<file path="config.mk">
export PLATFORM = sky130hd
export DESIGN_NAME = argon_alu_mc_flat
export DESIGN_NICKNAME = d
export VERILOG_FILES = /design/src/rtl/argon_alu_mc_pkg.sv /design/src/rtl/argon_alu_mc_if.sv /design/src/rtl/argon_muldiv_iter.sv /design/src/rtl/argon_alu_mc.sv /design/src/flat_wrapper.sv
export SDC_FILE = /design/constraint.sdc
export NUM_CORES = 1
export LEC_CHECK = 0
export CAP_MARGIN = 20
export CORE_MARGIN = 3
export CORE_UTILIZATION = 40
export CTS_BUF_LIST = sky130_fd_sc_hd__clkbuf_4
export DETAILED_ROUTE_END_ITERATION = 6
export PLACE_DENSITY_LB_ADDON = 0.25
export SLEW_MARGIN = 20
export SYNTH_ARGS = -nofsm -noshare
export SYNTH_HDL_FRONTEND = slang
export SYNTH_HIERARCHICAL = 1
export SYNTH_SLANG_ARGS = --single-unit
</file>
<file path="constraint.sdc">
create_clock -name i_Clk -period 11.1 [get_ports i_Clk]
set_input_delay 2.22 -clock i_Clk [delete_from_list [all_inputs] [get_ports i_Clk]]
set_output_delay 2.22 -clock i_Clk [all_outputs]
set_load 0.02 [all_outputs]
</file>
<file path="src/rtl/argon_alu_mc_pkg.sv">
// Shared definitions for the multi-cycle Argon ALU: bus commands, opcodes,
// flag bit positions and controller states.
package argon_alu_mc_pkg;

    // Codes 8..14 are unused and behave like NOP
    typedef enum logic [3:0] {
        LATCHA   = 4'd0,
        LATCHB   = 4'd1,
        LATCHF   = 4'd2,
        LATCHOP  = 4'd3,
        COMPUTE  = 4'd4,
        OUTPUTY  = 4'd5,
        OUTPUTY2 = 4'd6,
        OUTPUTF  = 4'd7,
        NOP      = 4'd15
    } cmd_e;

    typedef enum logic [4:0] {
        OP_ADD   = 5'd0,
        OP_ADC   = 5'd1,
        OP_SBB   = 5'd2,
        OP_CMP   = 5'd3,
        OP_INC   = 5'd4,
        OP_DEC   = 5'd5,
        OP_NAND  = 5'd6,
        OP_AND   = 5'd7,
        OP_OR    = 5'd8,
        OP_NOR   = 5'd9,
        OP_XOR   = 5'd10,
        OP_LSH   = 5'd11,
        OP_RSH   = 5'd12,
        OP_ROL   = 5'd13,
        OP_ROR   = 5'd14,
        OP_RSV15 = 5'd15,
        OP_MUL   = 5'd16,
        OP_DIV   = 5'd17
    } op_e;

    localparam int F_CARRY    = 0;
    localparam int F_ZERO     = 1;
    localparam int F_BORROW   = 2;
    localparam int F_EQUAL    = 3;
    localparam int F_GREATER  = 4;
    localparam int F_LESS     = 5;
    localparam int F_OVERFLOW = 6;
    localparam int F_ERROR    = 7;

    typedef enum logic [1:0] {
        S_IDLE = 2'd0,
        S_MUL  = 2'd1,
        S_DIV  = 2'd2,
        S_DONE = 2'd3
    } state_e;

    function automatic logic [7:0] flag_bit(input int idx);
        flag_bit = 8'd1 << idx;
    endfunction

endpackage

</file>
<file path="src/rtl/argon_alu_mc_if.sv">
// Bus-side signal bundle of the Argon ALU; the sequencer is master.
interface argon_alu_mc_if #(
    parameter int WIDTH = 16
);
    import argon_alu_mc_pkg::*;

    cmd_e               i_command;
    logic               i_valid;
    logic [WIDTH-1:0]   i_data;
    logic [WIDTH-1:0]   o_data;
    logic               o_valid;
    logic               o_busy;
    logic               o_done;

    modport master (
        output i_command, i_valid, i_data,
        input  o_data, o_valid, o_busy, o_done
    );

    modport slave (
        input  i_command, i_valid, i_data,
        output o_data, o_valid, o_busy, o_done
    );

endinterface

</file>
<file path="src/rtl/argon_muldiv_iter.sv">
// Iterative unsigned shift-add multiplier / restoring divider, one bit per cycle.
// done flags the final iteration; hi/lo carry that iteration's result combinationally.
module argon_muldiv_iter #(
    parameter int WIDTH = 16
) (
    input  logic             i_Clk,
    input  logic             i_Reset,
    input  logic             start,
    input  logic             op,      // 0 = multiply, 1 = divide
    input  logic [WIDTH-1:0] a,
    input  logic [WIDTH-1:0] b,
    output logic             busy,
    output logic             done,
    output logic [WIDTH-1:0] hi,
    output logic [WIDTH-1:0] lo,
    output logic             dbz
);
    localparam int CW = $clog2(WIDTH) + 1;

    logic             busy_reg;
    logic             op_reg;
    logic [CW-1:0]    cnt_reg;
    logic [WIDTH-1:0] hi_reg;
    logic [WIDTH-1:0] lo_reg;
    logic [WIDTH-1:0] opnd_reg;

    logic [WIDTH:0]   mul_sum;
    logic [WIDTH:0]   div_shift;
    logic [WIDTH-1:0] div_diff;
    logic             div_ge;
    logic [WIDTH-1:0] hi_step;
    logic [WIDTH-1:0] lo_step;

    // Independent of start so the controller can branch on it without a loop
    assign dbz = op & (b == '0);

    always_comb begin
        mul_sum   = {1'b0, hi_reg} + (lo_reg[0] ? {1'b0, opnd_reg} : '0);
        div_shift = {hi_reg, lo_reg[WIDTH-1]};
        div_ge    = (div_shift >= {1'b0, opnd_reg});
        div_diff  = div_shift[WIDTH-1:0] - opnd_reg;
        if (op_reg) begin
            hi_step = div_ge ? div_diff : div_shift[WIDTH-1:0];
            lo_step = {lo_reg[WIDTH-2:0], div_ge};
        end else begin
            hi_step = mul_sum[WIDTH:1];
            lo_step = {mul_sum[0], lo_reg[WIDTH-1:1]};
        end
    end

    // Multiply: hi accumulates, lo holds the multiplier. Divide: hi is the
    // partial remainder, lo shifts the dividend out and the quotient in.
    always_ff @(posedge i_Clk or posedge i_Reset) begin
        if (i_Reset) begin
            busy_reg <= 1'b0;
            op_reg   <= 1'b0;
            cnt_reg  <= '0;
            hi_reg   <= '0;
            lo_reg   <= '0;
            opnd_reg <= '0;
        end else if (start && !busy_reg && !dbz) begin
            busy_reg <= 1'b1;
            op_reg   <= op;
            cnt_reg  <= CW'(WIDTH);
            hi_reg   <= '0;
            lo_reg   <= op ? a : b;
            opnd_reg <= op ? b : a;
        end else if (busy_reg) begin
            hi_reg  <= hi_step;
            lo_reg  <= lo_step;
            cnt_reg <= cnt_reg - CW'(1);
            if (cnt_reg == CW'(1)) begin
                busy_reg <= 1'b0;
            end
        end
    end

    assign busy = busy_reg;
    assign done = busy_reg && (cnt_reg == CW'(1));
    assign hi   = hi_step;
    assign lo   = lo_step;

endmodule

</file>
<file path="src/rtl/argon_alu_mc.sv">
// Multi-cycle Argon ALU: command-driven latch/compute/output on the CPU data bus,
// single-cycle opcodes computed here, MUL/DIV delegated to the iteration engine.
module argon_alu_mc
    import argon_alu_mc_pkg::*;
#(
    parameter int WIDTH = 16,
    parameter int SHW   = $clog2(WIDTH)
) (
    input  logic           i_Clk,
    input  logic           i_Reset,
    argon_alu_mc_if.slave  bus
);

    state_e           state_reg, state_next;
    logic [WIDTH-1:0] ra_reg, ra_next;
    logic [WIDTH-1:0] rb_reg, rb_next;
    logic [WIDTH-1:0] ry_reg, ry_next;
    logic [WIDTH-1:0] ry2_reg, ry2_next;
    logic [7:0]       rf_reg, rf_next;
    logic [4:0]       rop_reg, rop_next;

    logic             eng_start;
    logic             eng_op;
    logic             eng_busy;
    logic             eng_done;
    logic             eng_dbz;
    logic [WIDTH-1:0] eng_hi;
    logic [WIDTH-1:0] eng_lo;

    logic [WIDTH:0]   sum_ext;
    logic [WIDTH-1:0] alu_y;
    logic [7:0]       alu_f;
    logic             alu_wr_y;
    logic [SHW-1:0]   sh_amt;
    logic             is_muldiv;

    assign sh_amt    = rb_reg[SHW-1:0];
    assign eng_op    = (rop_reg == OP_DIV);
    assign is_muldiv = (rop_reg == OP_MUL) || (rop_reg == OP_DIV);

    argon_muldiv_iter #(.WIDTH(WIDTH)) u_iter (
        .i_Clk   (i_Clk),
        .i_Reset (i_Reset),
        .start   (eng_start),
        .op      (eng_op),
        .a       (ra_reg),
        .b       (rb_reg),
        .busy    (eng_busy),
        .done    (eng_done),
        .hi      (eng_hi),
        .lo      (eng_lo),
        .dbz     (eng_dbz)
    );

    // Single-cycle datapath; subtractions borrow out through the extra top bit
    always_comb begin
        sum_ext  = '0;
        alu_y    = ry_reg;
        alu_f    = '0;
        alu_wr_y = 1'b1;
        case (op_e'(rop_reg))
            OP_ADD: begin
                sum_ext         = {1'b0, ra_reg} + {1'b0, rb_reg};
                alu_y           = sum_ext[WIDTH-1:0];
                alu_f[F_CARRY]  = sum_ext[WIDTH];
            end
            OP_ADC: begin
                sum_ext         = {1'b0, ra_reg} + {1'b0, rb_reg} + {{WIDTH{1'b0}}, rf_reg[F_CARRY]};
                alu_y           = sum_ext[WIDTH-1:0];
                alu_f[F_CARRY]  = sum_ext[WIDTH];
            end
            OP_SBB: begin
                sum_ext         = {1'b0, ra_reg} - {1'b0, rb_reg} - {{WIDTH{1'b0}}, rf_reg[F_BORROW]};
                alu_y           = sum_ext[WIDTH-1:0];
                alu_f[F_BORROW] = sum_ext[WIDTH];
            end
            OP_CMP: begin
                alu_wr_y         = 1'b0;
                alu_f[F_EQUAL]   = (ra_reg == rb_reg);
                alu_f[F_GREATER] = (ra_reg > rb_reg);
                alu_f[F_LESS]    = (ra_reg < rb_reg);
            end
            OP_INC: begin
                sum_ext         = {1'b0, ra_reg} + (WIDTH+1)'(1);
                alu_y           = sum_ext[WIDTH-1:0];
                alu_f[F_CARRY]  = sum_ext[WIDTH];
            end
            OP_DEC: begin
                sum_ext         = {1'b0, ra_reg} - (WIDTH+1)'(1);
                alu_y           = sum_ext[WIDTH-1:0];
                alu_f[F_BORROW] = sum_ext[WIDTH];
            end
            OP_NAND: alu_y = ~(ra_reg & rb_reg);
            OP_AND:  alu_y = ra_reg & rb_reg;
            OP_OR:   alu_y = ra_reg | rb_reg;
            OP_NOR:  alu_y = ~(ra_reg | rb_reg);
            OP_XOR:  alu_y = ra_reg ^ rb_reg;
            OP_LSH:  alu_y = ra_reg << sh_amt;
            OP_RSH:  alu_y = ra_reg >> sh_amt;
            // A shift by WIDTH yields zero, so rotate-by-0 returns rA
            OP_ROL:  alu_y = (ra_reg << sh_amt) | (ra_reg >> (WIDTH - int'(sh_amt)));
            OP_ROR:  alu_y = (ra_reg >> sh_amt) | (ra_reg << (WIDTH - int'(sh_amt)));
            default: begin
                alu_wr_y = 1'b0;
                alu_f    = flag_bit(F_ERROR);
            end
        endcase
        if (alu_wr_y) begin
            alu_f[F_ZERO] = (alu_y == '0);
        end
    end

    always_comb begin
        state_next = state_reg;
        ra_next    = ra_reg;
        rb_next    = rb_reg;
        ry_next    = ry_reg;
        ry2_next   = ry2_reg;
        rf_next    = rf_reg;
        rop_next   = rop_reg;
        eng_start  = 1'b0;
        case (state_reg)
            S_IDLE: begin
                case (bus.i_command)
                    LATCHA:  if (bus.i_valid) ra_next  = bus.i_data;
                    LATCHB:  if (bus.i_valid) rb_next  = bus.i_data;
                    LATCHF:  if (bus.i_valid) rf_next  = bus.i_data[7:0];
                    LATCHOP: if (bus.i_valid) rop_next = bus.i_data[4:0];
                    COMPUTE: begin
                        if (is_muldiv) begin
                            eng_start = 1'b1;
                            if (eng_dbz) begin
                                ry_next    = '1;
                                ry2_next   = ra_reg;
                                rf_next    = flag_bit(F_ERROR);
                                state_next = S_DONE;
                            end else begin
                                state_next = eng_op ? S_DIV : S_MUL;
                            end
                        end else begin
                            ry_next    = alu_y;
                            rf_next    = alu_f;
                            state_next = S_DONE;
                        end
                    end
                    default: ;
                endcase
            end
            S_MUL: begin
                if (eng_done) begin
                    ry_next             = eng_lo;
                    ry2_next            = eng_hi;
                    rf_next             = '0;
                    rf_next[F_OVERFLOW] = (eng_hi != '0);
                    rf_next[F_ZERO]     = ({eng_hi, eng_lo} == '0);
                    state_next          = S_DONE;
                end
            end
            S_DIV: begin
                if (eng_done) begin
                    ry_next         = eng_lo;
                    ry2_next        = eng_hi;
                    rf_next         = '0;
                    rf_next[F_ZERO] = (eng_lo == '0);
                    state_next      = S_DONE;
                end
            end
            default: state_next = S_IDLE;
        endcase
    end

    always_ff @(posedge i_Clk or posedge i_Reset) begin
        if (i_Reset) begin
            state_reg <= S_IDLE;
            ra_reg    <= '0;
            rb_reg    <= '0;
            ry_reg    <= '0;
            ry2_reg   <= '0;
            rf_reg    <= '0;
            rop_reg   <= '0;
        end else begin
            state_reg <= state_next;
            ra_reg    <= ra_next;
            rb_reg    <= rb_next;
            ry_reg    <= ry_next;
            ry2_reg   <= ry2_next;
            rf_reg    <= rf_next;
            rop_reg   <= rop_next;
        end
    end

    always_comb begin
        bus.o_data  = '0;
        bus.o_valid = 1'b0;
        if (state_reg == S_IDLE) begin
            case (bus.i_command)
                OUTPUTY:  begin bus.o_data = ry_reg;  bus.o_valid = 1'b1; end
                OUTPUTY2: begin bus.o_data = ry2_reg; bus.o_valid = 1'b1; end
                OUTPUTF:  begin bus.o_data = {{(WIDTH-8){1'b0}}, rf_reg}; bus.o_valid = 1'b1; end
                default: ;
            endcase
        end
    end

    assign bus.o_busy = eng_busy;
    assign bus.o_done = (state_reg == S_DONE);

endmodule

</file>
<file path="src/flat_wrapper.sv">
// flat-port wrapper written by rule: the top's interface ports become plain ports
module argon_alu_mc_flat import argon_alu_mc_pkg::*;
#(
    parameter int WIDTH = 16,
    parameter int SHW   = $clog2(WIDTH)
)
  (i_Clk, i_Reset, bus_i_command, bus_i_valid, bus_i_data, bus_o_data, bus_o_valid, bus_o_busy, bus_o_done);
  argon_alu_mc_if #(.WIDTH(WIDTH)) bus_i ();
  input  logic i_Clk;
  input  logic i_Reset;
  input wire logic [$bits(bus_i.i_command)-1:0] bus_i_command;
  input wire logic [$bits(bus_i.i_valid)-1:0] bus_i_valid;
  input wire logic [$bits(bus_i.i_data)-1:0] bus_i_data;
  output wire logic [$bits(bus_i.o_data)-1:0] bus_o_data;
  output wire logic [$bits(bus_i.o_valid)-1:0] bus_o_valid;
  output wire logic [$bits(bus_i.o_busy)-1:0] bus_o_busy;
  output wire logic [$bits(bus_i.o_done)-1:0] bus_o_done;
  assign bus_i.i_command = bus_i_command;
  assign bus_i.i_valid = bus_i_valid;
  assign bus_i.i_data = bus_i_data;
  assign bus_o_data = bus_i.o_data;
  assign bus_o_valid = bus_i.o_valid;
  assign bus_o_busy = bus_i.o_busy;
  assign bus_o_done = bus_i.o_done;
  argon_alu_mc #(.WIDTH(WIDTH), .SHW(SHW)) u_core (.i_Clk(i_Clk), .i_Reset(i_Reset), .bus(bus_i));
endmodule
</file>
; ---- Yosys cells after proc, flatten, opt, wreduce, memory -nomap -nowiden
; Index checks and enable logic that the tools add are counted.
[classes]
magnitude_cmp = 3
reduce_logical = 28
eq_ne = 38
addsub = 10
n_bitwise = 8
shifts = 4
n_mux = 52
[ops]
columns = operator, n
row1 = 16-bit two-way mux, 19
row2 = 16-bit case mux with 14 select lines, 1
row3 = 16-bit case mux with 2 select lines, 2
row4 = 16-bit zero test, 3
row5 = 16-bit OR, 3
row6 = 16-bit case mux with 3 select lines, 1
row7 = 8-bit two-way mux, 5
row8 = "5-bit by 4-bit equality test with 1-bit output, second input constant", 7
row9 = 16-bit by 16-bit adder with 17-bit output, 2
row10 = 32-bit zero test, 1
row11 = 16-bit inverter, 2
row12 = 16-bit by 32-bit << shifter with 16-bit output, 1
row13 = 16-bit by 32-bit right shift with 16-bit output, 1
row14 = 8-bit case mux with 3 select lines, 1
row15 = "5-bit by 3-bit equality test with 1-bit output, second input constant", 4
row16 = "16-bit by 1-bit adder with 17-bit output, second input constant", 1
row17 = 17-bit by 1-bit adder with 17-bit output, 1
row18 = 17-bit by 16-bit greater-or-equal comparator with 1-bit output, 1
row19 = "16-bit by 1-bit subtractor with 17-bit output, second input constant", 1
row20 = 16-bit by 16-bit subtractor with 17-bit output, 1
row21 = 17-bit by 1-bit subtractor with 17-bit output, 1
row22 = 16-bit AND, 1
row23 = 16-bit equality test, 1
row24 = "4-bit by 3-bit equality test with 1-bit output, second input constant", 4
row25 = other kinds (46), 78
[word_totals]
ff_bits = 134

; ---- Longest topological paths before layout
; Gate-level depths: netlist (run 1).
[logic_depth]
word_depth = 9
ltp_mapped = 18
depth_no_buf = 18

; ---- By module
; The synthesis (run 1) kept the hierarchy.
[by_module_without_submodules]
columns = module, instances, seq_area_each_um2, area_each_um2, cells_each
row1 = argon_alu_mc, 1, 1976.9, 11900.2, 1534
row2 = argon_muldiv_iter, 1, 1376.3, 5052.3, 597

; ---- Least setup slack after synthesis (run 1)
; Ideal clock, no wire load.
[synth_path]
path_type = input to output
from = in bus_i_command[0]
to = out bus_o_data[10]
path_buffers = 3
required_ns = 8.880
arrival_time_ns = 3.635
path_stages = 6
path_slack_ns = 5.245
cell_sequence = buf_1 > nor2b_1 > clkbuf_1 > clkbuf_1 > a22oi_1 > nor2_1
[synth_via]
elab_chain_len = 3
elab_cells_between_ends = 5
cone_classes = eq/ne (3) / mux (2)
[synth_rtl]
columns = item, line
row1 = "start, declared", flat_wrapper.sv:11  ; input wire logic [$bits(bus_i.i_command)-1:0] bus_i_command;
row2 = 4-bit by 3-bit equality test with 1-bit output, argon_alu_mc.sv:196  ; case (bus.i_command)
row3 = 16-bit case mux with 3 select lines (*), argon_alu_mc.sv:196
row4 = 16-bit two-way mux (*), argon_alu_mc.sv:195  ; if (state_reg == S_IDLE) begin
row5 = "end, declared", flat_wrapper.sv:14  ; output wire logic [$bits(bus_i.o_data)-1:0] bus_o_data;
; Mark *: on every way between the ends. The rest lies on a longest branch, timed or not.

; ---- Worst setup path after layout (run 1)
[layout_path]
from = in bus_i_command[0]
to = out bus_o_data[13]
; The elaborated chain is that of the path after synthesis.

==> impl.org, run 1 <==
** Outcome
- Result of the run :: finished, final reports clean

** Logic synthesis
- The Yosys step of the flow raised 6 warnings.
- Library cells used by synthesis :: 104
- Area of the mapped netlist :: 16950 µm²
- Synthesized instance count :: 2131
- Synthesized net count :: 2274
- The share of the Yosys chip area taken by registers is 19.78%.
- Predominant post-synthesis flop cell :: sky130_fd_sc_hd__dfrtp_1
- After synthesis, the mean cell area works out to 7.955 µm².
- Register bit total from synthesis :: 134
- In the synthesized netlist the async set-or-reset flop fraction comes to 100.0%.
- In this run, synthesis inferred 0 flip-flops with an integrated enable.

** STA
- Clk_skew :: 0.02413 ns
- For the pin with the worst max-slew slack, the measured transition is 1.095 ns.
- Max-slew headroom at the worst pin :: 25.14%
- Hold Violations, Final :: 0
- Total Neg Setup Slack :: 0 ns
- The final max-slew violation count is 0.
- Final setup slack of the worst path :: 4.183 ns
- Min Tclk post-route :: 6.917 ns
- Final hold analysis gives a worst-case slack of 0.5007 ns.
- Dividing the final minimum period by the clock period gives 62.32%.
- Setup repair after global routing left no endpoint under its margin.
- Final number of setup-violating endpoints :: 0
- Max Clk Rate :: 144.6 MHz

** Critical path
- Type of the setup path with the least slack :: primary input to primary output
- In this run the worst path has a maximum fanout of 17.
- In this design, the critical path's most frequently occurring cell is sky130_fd_sc_hd__clkdlybuf4s50_1.
- Worst path max stage delay :: 0.80 ns
- Data required time at the worst endpoint :: 8.88 ns
- Among all stages on the critical path, the largest delay is contributed by sky130_fd_sc_hd__clkdlybuf4s50_1.
- Ordered list of cells on the worst path :: clkdlybuf4s50_1 > nor2b_2 > a22oi_1 > nor2_1 > clkdlybuf4s50_1
- Critical path origin :: bus_i_command[0]
- The worst register-to-register path begins at u_core/rb_reg[1].
- Type of element launching the critical path :: primary input
- Sort of element at the end of the critical path :: primary output
- Cell family with the largest share of critical-path delay :: buffers and inverters
- Arrival time at the worst endpoint :: 4.70 ns
- Worst path buffer plus inverter count :: 2

** Floorplanning
- In this run the standard cell core region covers 41390 µm².
- For this design the top-level I/O count stands at 42.
- Starting utilization of the core area :: 40.96%
- Die height :: 211.9 µm
- Die X :: 211.9 µm
- The die covers 44890 µm².
- Std-Cell Rows :: 74

** GRT
- For this run, the total global-route usage over all layers was measured as 31.21%.
- Global routing finished with a remaining overflow of 0.
- The via count of the first global-routing pass is 16120.
- Antenna violations before repair :: 3
- Entering global routing, the biggest net connects 80 pins.
- First-pass GRT wire length :: 105500 µm

** Place
- GP Congestion :: 1.026
- Timing analysis after detailed placement gives a worst setup slack of 3.885 ns.
- HPWL Detailed :: 52710 µm
- Port Buffers :: 41

** Worst hold path
- Hold WC Path Type :: register to register
- Hold_sp :: u_core/ry2_reg[15]

** Clock tree
- Setup bufs post-CTS :: 0
- Buffers inserted to repair hold after CTS numbered 0.
- TritonCTS created 17 clock buffers.
- Insertion delay of the later-clocked pin in the worst-skew pair :: 0.61 ns
- CTS sink cnt :: 134
- PostCTS Resize Cnt :: 0
- CTS HTree Levels :: 4
- The cell sitting at the root of the clock tree is a sky130_fd_sc_hd__clkbuf_4.
- Clock tree from TritonCTS :: built
- The clock passes through at most 2 buffers.
- Clock slew seen by the registers of the worst setup and hold paths :: 0.14 ns

** Drt
- Initial DRT Pass Iterations :: 5
- In this run, the number of DRC markers left after iteration 0 of detailed routing was 2257.
- ANT nets after route :: 0
- Total routed wirelength :: 71440 µm
- Vias/cell :: 6.621
- Total via count after detailed routing :: 17413
- Avg WL per Cell :: 27.16 µm
- After detailed routing, the number of remaining DRC violations is 0.

** Layout
- Leading cell types in the layout, fill and taps excluded :: 201 x sky130_fd_sc_hd__nor2_1, 201 x sky130_fd_sc_hd__nand2_1, 132 x sky130_fd_sc_hd__o21ai_0, 132 x sky130_fd_sc_hd__a21oi_1, 132 x sky130_fd_sc_hd__dfrtp_1
- Fraction of final layout cells sized beyond drive strength 1 :: 11.50%
- Nets :: 2225
- Relative to the synthesized area, the layout overhead comes to 6.074%.
- After filler insertion, the fill cell instance count of the layout stands at 4230.

** Flow run
- MaxCap Viol Count :: 0
==> layout make-up <==
| class | count | area (µm²) | area share (%) |
|---|---|---|---|
| Timing Repair Buffer | 88 | 764.5 | 4.251 |
| Tap cell | 532 | 665.6 | 3.702 |
| Clock inverter | 14 | 127.6 | 0.7097 |
| Multi-Input combinational cell | 1739 | 12540 | 69.73 |
| Antenna cell | 3 | 7.507 | 0.04175 |
| Sequential cell | 134 | 3358 | 18.68 |
| Clock buffer | 18 | 135.1 | 0.7515 |
| Inverter | 102 | 384.1 | 2.136 |
==> cell usage after synthesis (26+ instances only) <==
| library cell | number | area, µm² |
|---|---|---|
| sky130_fd_sc_hd__a211oi_1 | 29 | 217.7 |
| sky130_fd_sc_hd__a21o_1 | 33 | 247.7 |
| sky130_fd_sc_hd__a21oi_1 | 132 | 660.6 |
| sky130_fd_sc_hd__and2_1 | 31 | 193.9 |
| sky130_fd_sc_hd__buf_2 | 32 | 160.2 |
| sky130_fd_sc_hd__clkbuf_1 | 98 | 367.9 |
| sky130_fd_sc_hd__dfrtp_1 | 134 | 3353 |
| sky130_fd_sc_hd__ha_1 | 115 | 1439 |
| sky130_fd_sc_hd__inv_1 | 96 | 360.4 |
| sky130_fd_sc_hd__mux2_2 | 75 | 844.6 |
| sky130_fd_sc_hd__mux2i_1 | 98 | 980.9 |
| sky130_fd_sc_hd__mux4_2 | 30 | 675.7 |
| sky130_fd_sc_hd__nand2_1 | 201 | 754.5 |
| sky130_fd_sc_hd__nand2b_1 | 26 | 162.7 |
| sky130_fd_sc_hd__nand3_1 | 47 | 235.2 |
| sky130_fd_sc_hd__nor2_1 | 202 | 758.2 |
| sky130_fd_sc_hd__nor3_1 | 57 | 285.3 |
| sky130_fd_sc_hd__nor4_1 | 26 | 162.7 |
| sky130_fd_sc_hd__o21ai_0 | 133 | 665.6 |
| sky130_fd_sc_hd__xnor2_1 | 52 | 455.4 |
==> per-stage QoR <==
step / std cells / area [µm²] / utilization, %
floorplan: 2131 / 16950 / -
global placement: 2594 / 17700 / 42.77
detailed placement: 2594 / 17700 / 42.77
CTS: 2626 / 17960 / 43.40
global route: 2629 / 17980 / 43.44
finish: 2630 / 17980 / 43.45
==> final timing paths <==
kind	endpoint	slack (ns)	depth (start not counted)
worst max-delay path	bus_o_data[13]	4.18	5
worst min-delay path	u_core/ry2_reg[15]	0.50	2
worst max register to register	u_core/ry_reg[15]	5.45	14
worst min register to register	u_core/ry2_reg[15]	0.50	2
max in group asynchronous	u_core/rb_reg[0]	8.35	3
min in group asynchronous	u_core/ry2_reg[8]	2.18	3
==> metal layers <==
metal  vias to the layer above  part of all wire (%)  GRT usage, %  wire length [µm]
li1                       7776                     -             -                 -
met5                         -                     0             0                 0
met1                      8571                    43         43.00             30490
met4                         0                   4.8         13.03              3412
met3                       147                   9.2         6.876              6580
met2                       919                    43         47.34             30960
==> tightest hold or removal path: stages (launching register included) <==
cell,delay (ns)
sky130_fd_sc_hd__dfrtp_1,0.37
sky130_fd_sc_hd__nand2_1,0.05
sky130_fd_sc_hd__o21ai_0,0.06
==> cell families (layout without fill, tap and decap cells) <==
logic type / after synthesis / count (layout) / share of synthesized area [%]
adder cells (fa/ha/maj): 121 / 121 / 9.137
AO/OA/AOI/OAI: 611 / 611 / 24.80
multiplexers: 203 / 203 / 14.75
other: 0 / 3 / 0
buffers and inverters: 258 / 222 / 6.362
AND/OR/NAND/NOR: 725 / 725 / 20.96
flip-flops: 134 / 134 / 19.78
XOR/XNOR: 79 / 79 / 4.207
Power of run 1 is left out: the tool's default activity adds up to more than one toggle a clock period on the data nets, which glitch-free logic cannot reach.
==> inputs of run 2 (changes only) <==
Clock period 11.1 ns to 7 ns, I/O delays scaled along.
==> run 2 against run 1 <==
  * Core utilization rose by 0.22 points
  * Largest cell class unchanged
  * Clock skew rose by 0.012 ns
  * Non-clock buffer count rose by 7
  * First-iteration DRC count is 8.2% higher
  * Critical path depth is the same
==> impl.org, run 2 (same netlist as run 1, synthesis figures left out) <==
** Outcome
- Result of the run: finished, final reports clean (unchanged).

** Critical path
- The stage delay of the slowest cell on the critical path is 0.80 ns (about the same).
- Most common cell on crit path :: sky130_fd_sc_hd__clkdlybuf4s50_1 (unchanged)
- Reg-to-Reg Start :: u_core/rb_reg[0] (was u_core/rb_reg[1])
- The largest driver fanout on the critical path was 17 (unchanged).
- Worst path slowest cell :: sky130_fd_sc_hd__clkdlybuf4s50_1 (unchanged)
- The worst endpoint data arrival time came to 3.91 ns (was 4.70 ns).
- The worst reg-to-reg setup slack was 2.06 ns (was 5.45 ns).
- Sort of element at the end of the critical path :: primary output (unchanged)
- Ordered list of cells on the worst path: clkdlybuf4s50_1 > nor2b_2 > a22oi_1 > nor2_1 > clkdlybuf4s50_1 (unchanged).
- Critical path origin :: bus_i_command[0] (unchanged)
- R2R cell count :: 14 (unchanged)
- Type of the setup path with the least slack :: primary input to primary output (unchanged)
- Type of element launching the critical path :: primary input (unchanged)
- Reg-to-reg critical path endpoint :: u_core/rf_reg[2] (was u_core/ry_reg[15])
- The worst endpoint required time is 5.60 ns (was 8.88 ns).

** Layout
- Fraction of final layout cells sized beyond drive strength 1 :: 11.89% (was 11.50%)
- The number of inserted filler cells in the final layout was 4212 (was 4230).
- Synth-to-Final Area Change :: 6.620% (was 6.074%)
- Leading cell types in the layout, fill and taps excluded: 201 x sky130_fd_sc_hd__nor2_1, 201 x sky130_fd_sc_hd__nand2_1, 132 x sky130_fd_sc_hd__o21ai_0, 132 x sky130_fd_sc_hd__a21oi_1, 132 x sky130_fd_sc_hd__dfrtp_1 (unchanged).
- Nets :: 2232 (was 2225)

** STA
- Clk_skew :: 0.03619 ns (was 0.02413 ns)
- The number of endpoints with negative hold slack in the final report came to 0 (unchanged).
- The worst setup slack after layout was 1.694 ns (was 4.183 ns).
- Final clock period utilization by the worst path :: 75.80%
- Unrepaired setup endpoints after global routing: false (unchanged).
- The sum of negative setup slack was 0 ns (unchanged).
- Pins over their slew limit :: 0 (unchanged)
- Final number of setup-violating endpoints :: 0 (unchanged)
- The headroom to the max-slew limit came to 12.63% (was 25.14%).
- Max Clk Rate :: 188.5 MHz
- The slew at the pin closest to its max-slew limit was 1.278 ns (was 1.095 ns).
- For the finished layout, the period the worst path requires is 5.306 ns.

** Drt
- The total iterations of the first detailed-routing run came to 5 (unchanged).
- The number of violations reported at the end of detailed-routing iteration 0 is 2441 (was 2257).
- The total number of vias was 17635 (was 17413).
- Vias/cell :: 6.690 (was 6.621)
- The wire length reported by the detailed router is 75710 µm (was 71440 µm).
- The final routed wire length divided by cell count was 28.72 µm (was 27.16 µm).
- ANT nets after route :: 0 (unchanged)
- Drt drc :: 0 (unchanged)

** Clock tree
- CTS HTree Levels :: 4 (unchanged)
- Insertion delay of the later-clocked pin in the worst-skew pair :: 0.64 ns (was 0.61 ns)
- Root buffer cell :: sky130_fd_sc_hd__clkbuf_4 (unchanged)
- The buffers inserted during post-CTS setup optimization came to 0 (unchanged).
- Clock slew seen by the registers of the worst setup and hold paths :: 0.14 ns (about the same)
- # hold bufs at CTS :: 0 (unchanged)
- Clock tree from TritonCTS :: built (unchanged)
- The TritonCTS buffer count is 17 (unchanged).
- Clock tree buffer depth :: 2 (unchanged)
- The number of sinks on the clock net came to 134 (unchanged).
- PostCTS Resize Cnt :: 0 (unchanged)

** GRT
- The via count of the first global-routing pass was 16502 (was 16120).
- Leftover overflow at the end of global routing :: 0 (unchanged)
- The global-route wire length before repair is 110100 µm (was 105500 µm).
- The initial antenna violation count is 4 (was 3).
- Overall Global Routing Usage :: 32.88% (was 31.21%)
- Maximum number of pins on one net before global-route repair :: 56 (was 80)

** Floorplanning
- The number of primary I/O pins came to 42 (unchanged).
- The total core area was 41390 µm² (unchanged).
- The die width was 211.9 µm (unchanged).
- The initial core utilization was 40.96% (unchanged).
- The standard-cell row count is 74 (unchanged).
- Die outline area :: 44890 µm² (unchanged)
- The y dimension of the die is 211.9 µm (unchanged).

** Worst hold path
- Worst hold path endpoint :: u_core/ry2_reg[5] (was u_core/ry2_reg[15])
- The cell depth of the worst min-delay path was 2 (unchanged).
- The start point of the worst min-delay path is u_core/ry2_reg[5] (was u_core/ry2_reg[15]).
- The type of the worst min-delay path is register to register (unchanged).

** Place
- The half-perimeter wire length after placement was 56850 µm (was 52710 µm).
- The quantity of I/O buffers inserted on ports came to 41 (unchanged).
- Worst setup slack before clock tree synthesis :: 1.415 ns (was 3.885 ns)
- The final weighted congestion in routability-driven placement was 1.030 (was 1.026).

** Flow run
- MaxCap Viol Count :: 0 (unchanged)
-- run 2: changes by cell type in the layout (fill, tap and decap cells not counted), sizes merged --
cell,previous run,this run
inv,102,107
diode,3,2
clkinvlp,4,1
clkbuf,19,17
buf,46,54
clkinv,9,8
-- run 2: final cells by class --
type	count	area [µm²]	share of cell area (%)
clock inverter	15	178.9	0.9899
inverter	102	384.1	2.125
clock buffer	17	127.6	0.7061
tap	532	665.6	3.683
multi-input combinational	1739	12540	69.38
antenna	2	5.005	0.02769
timing repair buffer	95	815.8	4.513
sequential	134	3358	18.58
-- run 2: worst max-delay path by stage --
stage | endpoint | slack [ns]
2_1_floorplan | u_core/ry_reg[15] | 2.73
3_3_place_gp | bus_o_data[3] | 1.57
3_5_place_dp | bus_o_data[14] | 1.41
4_1_cts | bus_o_data[14] | 1.41
5_1_grt | bus_o_data[11] | 1.58
6_report | bus_o_data[14] | 1.69
-- run 2: per-layer routing --
| layer | vias up | global-route usage, % | share of wire, % |
|---|---|---|---|
| li1 | 7790 | - | - |
| met1 | 8633 | 43.86 | 41 |
| met2 | 996 | 50.93 | 44 |
| met3 | 212 | 6.595 | 9.3 |
| met4 | 4 | 16.12 | 5.7 |
| met5 | - | 0 | 0.034 |
-- run 2: metrics by stage --
step,hold WS [ns],instance area (µm²),utilization [%],instances
6_report,0.5084,18070,43.67,2636
5_1_grt,0.5529,18070,43.67,2636
4_1_cts,0.5074,18070,43.65,2634
3_5_place_dp,0.4714,17760,42.91,2602
3_3_place_gp,0.4685,17760,42.91,2602
2_1_floorplan,0.4429,16950,-,2131
-- run 2: critical path, delay by kind of cell --
kind	cells	cell delay, ns
buffers and inverters	2	1.44
AOI/OAI and AO/OA	1	0.20
and+or+nand+nor	2	0.86
Power of run 2 is left out for the same reason.
==> inputs of run 3 (changes only) <==
Clock period 7 ns to 4.9 ns, I/O delays scaled along.
==> run 3 against run 2 <==
  * The flow now finishes with violations (design-rule violations)
  * Global-route usage down 0.38 points
  * Setup slack worse by 1.5 ns
  * Non-clock buffer count increased by 34
  * Die area did not move
  * Routed wire length shrank 2.1%
  * Sequential share of layout area fell by 0.26 points
  * Critical endpoint is now u_core/ry_reg[13]
  * Cell area increased by 1.4%
==> impl.org, run 3 (same netlist as run 1, synthesis figures left out) <==
** STA
- The setup clock skew after layout is 0.04410 ns (was 0.03619 ns).
- Hold Violations, Final :: 0 (unchanged)
- Slew at the pin closest to its max-slew limit :: 1.153 ns (was 1.278 ns)
- The number of setup violations in the final report came to 0 (unchanged).
- Final clock period utilization by the worst path :: 95.76%
- For this run, the top clock speed supported by timing is 213.1 MHz.
- Unrepaired setup endpoints after global routing :: false (unchanged)
- Subtracting the final worst setup slack from the clock period gives 4.692 ns.
- Pins over their slew limit :: 0 (unchanged)
- The sum of negative setup slack came to 0 ns (unchanged).
- The headroom to the max-slew limit came to 22.96% (was 12.63%).

** Clock tree
- Clock slew seen by the registers of the worst setup and hold paths :: 0.16 ns (was 0.14 ns)
- The hold buffer count at cts is 0 (unchanged).
- CTS sink cnt :: 134 (unchanged)
- Setup bufs post-CTS :: 0 (unchanged)
- TritonCTS Buffers :: 17 (unchanged)
- PostCTS Resize Cnt :: 0 (unchanged)
- Clock tree buffer depth :: 2 (unchanged)
- The TritonCTS clock tree is built (unchanged).
- CTS HTree Levels :: 4 (unchanged)
- Insertion delay of the later-clocked pin in the worst-skew pair :: 0.65 ns (was 0.64 ns)
- The cell chosen for the clock root is sky130_fd_sc_hd__clkbuf_4 (unchanged).

** Critical path
- The kind of start point of the critical path is a register (was primary input).
- Peak fanout along the critical path :: 9 (was 17)
- The depth of the worst register-to-register path came to 13 (was 14).
- Worst path slowest cell :: sky130_fd_sc_hd__a2111oi_1 (was sky130_fd_sc_hd__clkdlybuf4s50_1)
- Reg-to-Reg Start :: u_core/rb_reg[13] (was u_core/rb_reg[0])
- The worst reg-to-reg setup slack was 0.21 ns (was 2.06 ns).
- Arrival time at the worst endpoint :: 5.24 ns (was 3.91 ns)
- The stage delay of the slowest cell on the critical path came to 0.78 ns (was 0.80 ns).
- The library cell appearing most often on the critical path is sky130_fd_sc_hd__o21ai_0 (was sky130_fd_sc_hd__clkdlybuf4s50_1).
- Critical Path Sink :: u_core/ry_reg[13] (was bus_o_data[14])
- Worst path buffer plus inverter count :: 3 (was 2)
- Type of the setup path with the least slack :: register to register (was primary input to primary output)
- The cell family contributing the most delay on the critical path is compound AO/OA/AOI/OAI gates (was buffers and inverters).
- Critical path origin :: u_core/rb_reg[13] (was bus_i_command[0])
- The cell depth of the worst setup path was 13 (was 5).
- Ordered list of cells on the worst path: inv_1 > ha_1 > ha_1 > o21ai_0 > a2111oi_1 > buf_4 > o21ai_0 > a2111oi_0 > buf_4 > o221ai_1 > a221oi_1 > o21ai_0 > a31o_2 (was clkdlybuf4s50_1 > nor2b_2 > a22oi_1 > nor2_1 > clkdlybuf4s50_1).
- Sort of element at the end of the critical path :: register (was primary output)
- Data required time at the worst endpoint :: 5.44 ns (was 5.60 ns)
- The capture instance of the worst register-to-register path is u_core/ry_reg[13] (was u_core/rf_reg[2]).

** Floorplanning
- Total core area :: 41390 µm² (unchanged)
- Starting utilization of the core area :: 40.96% (unchanged)
- The die width is 211.9 µm (unchanged).
- The standard-cell row count came to 74 (unchanged).
- The y dimension of the die came to 211.9 µm (unchanged).
- Top-level I/O count :: 42 (unchanged)
- The area enclosed by the die boundary is 44890 µm² (unchanged).

** Place
- The quantity of I/O buffers inserted on ports came to 41 (unchanged).
- The half-perimeter wire length after placement is 57340 µm (was 56850 µm).
- GP Congestion :: 1.026 (was 1.030)

** Layout
- Layout fillers :: 4206 (was 4212)
- The layout cell share with drive strength beyond 1 was 13.34% (was 11.89%).
- The synthesis-to-finish area growth is 8.141% (was 6.620%).
- The library cell used most frequently in the layout, excluding fill and tap cells, is sky130_fd_sc_hd__nor2_1.
- Nets :: 2266 (was 2232)
- Leading cell types in the layout, fill and taps excluded :: 201 x sky130_fd_sc_hd__nor2_1, 200 x sky130_fd_sc_hd__nand2_1, 132 x sky130_fd_sc_hd__o21ai_0, 132 x sky130_fd_sc_hd__a21oi_1, 132 x sky130_fd_sc_hd__dfrtp_1 (was 201 x sky130_fd_sc_hd__nor2_1, 201 x sky130_fd_sc_hd__nand2_1, 132 x sky130_fd_sc_hd__o21ai_0, 132 x sky130_fd_sc_hd__a21oi_1, 132 x sky130_fd_sc_hd__dfrtp_1)
- Combined flip-flop and latch cell area :: 3358 µm² (unchanged)
- Multi-input logic area :: 12550 µm² (was 12540 µm²)

** Outcome
- Result of the run: complete, but fails checks (was finished, final reports clean).
- The final reports fail on design-rule violations.

** GRT
- The overflow left after global routing is 0 (unchanged).
- Overall Global Routing Usage :: 32.50% (was 32.88%)
- The via count of the first global-routing pass was 16628 (was 16502).
- The initial antenna violation count was 3 (was 4).
- First-pass GRT wire length :: 110100 µm (about the same)
- The largest net degree at the start of global routing is 64 (was 56).

** Drt
- The number of DRC violations after detailed routing was 5 (was 0).
- The via density per instance came to 6.630 (was 6.690).
- The number of violations reported at the end of detailed-routing iteration 0 came to 1859 (was 2441).
- Initial DRT Pass Iterations :: 7 (was 5)
- ANT nets after route :: 0 (unchanged)
- Total via count after detailed routing :: 17709 (was 17635)
- The wire length reported by the detailed router is 74130 µm (was 75710 µm).
- The final routed wire length divided by cell count came to 27.76 µm (was 28.72 µm).

** Worst hold path
- Hold WC Path Type :: register to register (unchanged)

** Flow run
- The number of max-cap violations came to 0 (unchanged).
run 3: how the worst min path moves through the flow:
stage / start / end / cells after the start / slack, ns
detailed placement: u_core/ry2_reg[13] / u_core/ry2_reg[13] / 2 / 0.48
global route: u_core/ry2_reg[15] / u_core/ry2_reg[15] / 2 / 0.53
floorplan: u_core/rf_reg[7] / u_core/rf_reg[7] / 2 / 0.44
finish: u_core/ry2_reg[1] / u_core/ry2_reg[1] / 2 / 0.51
CTS: u_core/ry2_reg[9] / u_core/ry2_reg[9] / 2 / 0.51
global placement: u_core/ry2_reg[15] / u_core/ry2_reg[15] / 2 / 0.47
run 3: cell type report:
type | count | share of cell area, %
timing repair buffer | 129 | 5.910
clock inverter | 15 | 0.8463
sequential | 134 | 18.32
inverter | 102 | 2.116
antenna | 3 | 0.04095
tap | 532 | 3.631
multi-input combinational | 1739 | 68.44
clock buffer | 17 | 0.6961
run 3: per-stage QoR:
| stage | hold WS, ns | cells | instance area [µm²] | utilization (%) | worst slack [ns] |
|---|---|---|---|---|---|
| after floorplan | 0.4429 | 2131 | 16950 | - | 0.6308 |
| after CTS | 0.5100 | 2668 | 18320 | 44.25 | 0.1826 |
| final | 0.5064 | 2671 | 18330 | 44.30 | 0.2077 |
| after detailed placement | 0.4794 | 2636 | 18030 | 43.57 | 0.2254 |
| after global routing | 0.5342 | 2671 | 18330 | 44.30 | 0.04720 |
| after global placement | 0.4670 | 2636 | 18030 | 43.56 | 0.2447 |
run 3: tightest hold or removal path: stages (launching register included):
cell	delay, ns
sky130_fd_sc_hd__dfrtp_1	0.37
sky130_fd_sc_hd__nand2_1	0.05
sky130_fd_sc_hd__o21ai_0	0.06
run 3: metal layers:
| layer | track usage [%] | up-vias | wire (µm) |
|---|---|---|---|
| li1 | - | 7877 | - |
| met5 | 0 | - | 0 |
| met1 | 44.03 | 8726 | 31260 |
| met2 | 50.81 | 928 | 33040 |
| met4 | 14.30 | 0 | 3720 |
| met3 | 5.868 | 178 | 6117 |
Power of run 3 is left out for the same reason.
==> patch, RTL diff (flow settings as in run 3) <==
The 4 states of `state_e` get a one-hot encoding in 4 bits.
--- a/src/rtl/argon_alu_mc_pkg.sv
+++ b/src/rtl/argon_alu_mc_pkg.sv
@@ -47,7 +47,7 @@
 
-    typedef enum logic [1:0] {
-        S_IDLE = 2'd0,
-        S_MUL  = 2'd1,
-        S_DIV  = 2'd2,
-        S_DONE = 2'd3
+    typedef enum logic [3:0] {
+        S_IDLE = 4'b0001,
+        S_MUL  = 4'b0010,
+        S_DIV  = 4'b0100,
+        S_DONE = 4'b1000
     } state_e;
Function: no difference found for any inputs over 4 cycles, from zero or initial values and one cycle with i_Reset high; so few cycles prove little.
==> patch against run 3 <==
  * Setup slack better by 0.11 ns
  * Global-route usage is 1.1 points higher
  * Wire length is 3.0% higher
  * Fmax is 2.4% higher
  * Area after synthesis is 0.57% lower
  * Sequential cell count is 2 higher
  * Non-clock buffer count is 12 higher
  * Cell area is 0.49% higher
  * Sequential share of layout area is 0.20 points higher
==> patch: results (changes against run 3) <==
Multi-In Gates=1726 (was 1739); fraction of layout cells with a size suffix above 1=0.143 (was 0.133); fraction of area in multi-input gates=0.680 (was 0.684); cell count after placement=2622 (was 2636); Top Metal Used=met5 (was met4); worst slew pin tran=1.11 ns (was 1.15 ns); Tot GR Track Use=0.336 (was 0.325); met3 WL=7.44 mm (was 6.12 mm); Vias/cell=6.67 (was 6.63); Met2 Wirelength=32.4 mm (was 33.0 mm); fillcell total=4153 (was 4206); R2R depth=18 (was 13); CP Max Fanout=13 (was 9); top cells by count, synth=nor2_1, nand2_1, dfrtp_1 (unchanged); Post-Syn Area=16900 um2 (was 17000 um2); status=finished, final reports clean (was finished with violations); initial antenna violation count=4 (was 3); largest net degree at the start of global routing=70 (was 64); Worst Path Arrival=5.08 ns (was 5.24 ns); clk_lat worst skew=0.59 ns (was 0.65 ns); post-layout instance area=18400 um2 (was 18300 um2); leading post-synthesis cells by cell area=dfrtp_1, ha_1, mux2i_1 (unchanged); post-route insts no fill=2657 (was 2671); critical path's slowest cell=dfrtp_2 (was a2111oi_1); Seq area share=0.185 (was 0.183); Setup WS pre-CTS=0.187 ns (was 0.225 ns); flops & latches, synth=136 (was 134); detailed-route wire length per cell=28.7 um (was 27.8 um); final RePlAce weighted congestion=1.05 (was 1.03); Worst-path clk slew=0.14 ns (was 0.16 ns); Layout non-clock buf frac=0.0651 (was 0.0591); crit-path max cell delay=0.52 ns (was 0.78 ns); clk tree area frac=0.0159 (was 0.0154); Non-clk bufs=141 (was 129); Clock Skew=0.0342 ns (was 0.0441 ns)
-- patch: changes by cell type after synthesis, moves of 9 or more --
cell | before | now
clkbuf_1 | 98 | 107
or3_1 | 6 | 16
a31oi_1 | 13 | 30
a21oi_1 | 132 | 117
mux2i_1 | 98 | 85
o21ai_0 | 133 | 112
nor2_1 | 202 | 216
inv_1 | 96 | 85
nand2_1 | 201 | 190
-- patch: cell families after synthesis --
family,after synthesis,synth area share
xor+xnor,81,0.0421
fa+ha+maj,119,0.0904
compound gates,605,0.249
mux,193,0.145
simple gates,728,0.212
flops,136,0.202
buf+inv,248,0.0601
-- patch: metal layers --
metal	GRT usage	vias to the layer above
li1	-	7873
met1	0.469	8618
met2	0.497	1001
met3	0.0658	216
met4	0.166	6
met5	0	-
-- patch: final timing paths --
| path | to | startpoint | slack (ns) |
|---|---|---|---|
| max | u_core/rf_reg[1]$_DFFE_PP0P_ | u_core/u_iter/lo_reg[0]$_DFFE_PP0P_ | 0.32 |
| min | u_core/rf_reg[3]$_DFFE_PP0P_ | u_core/rf_reg[3]$_DFFE_PP0P_ | 0.50 |
| max reg2reg | u_core/rf_reg[1]$_DFFE_PP0P_ | u_core/u_iter/lo_reg[0]$_DFFE_PP0P_ | 0.32 |
| min reg2reg | u_core/rf_reg[3]$_DFFE_PP0P_ | u_core/rf_reg[3]$_DFFE_PP0P_ | 0.50 |
| max in group asynchronous | u_core/rb_reg[0]$_DFFE_PP0P_ | i_Reset | 2.93 |
| min in group asynchronous | u_core/ry_reg[14]$_DFFE_PP0P_ | i_Reset | 0.81 |
-- patch: repair_timing --
item                                    in CTS  in global routing
hold buffers                                 0                  0
resized for setup                            0                  8
endpoints found under the setup margin       0                  1
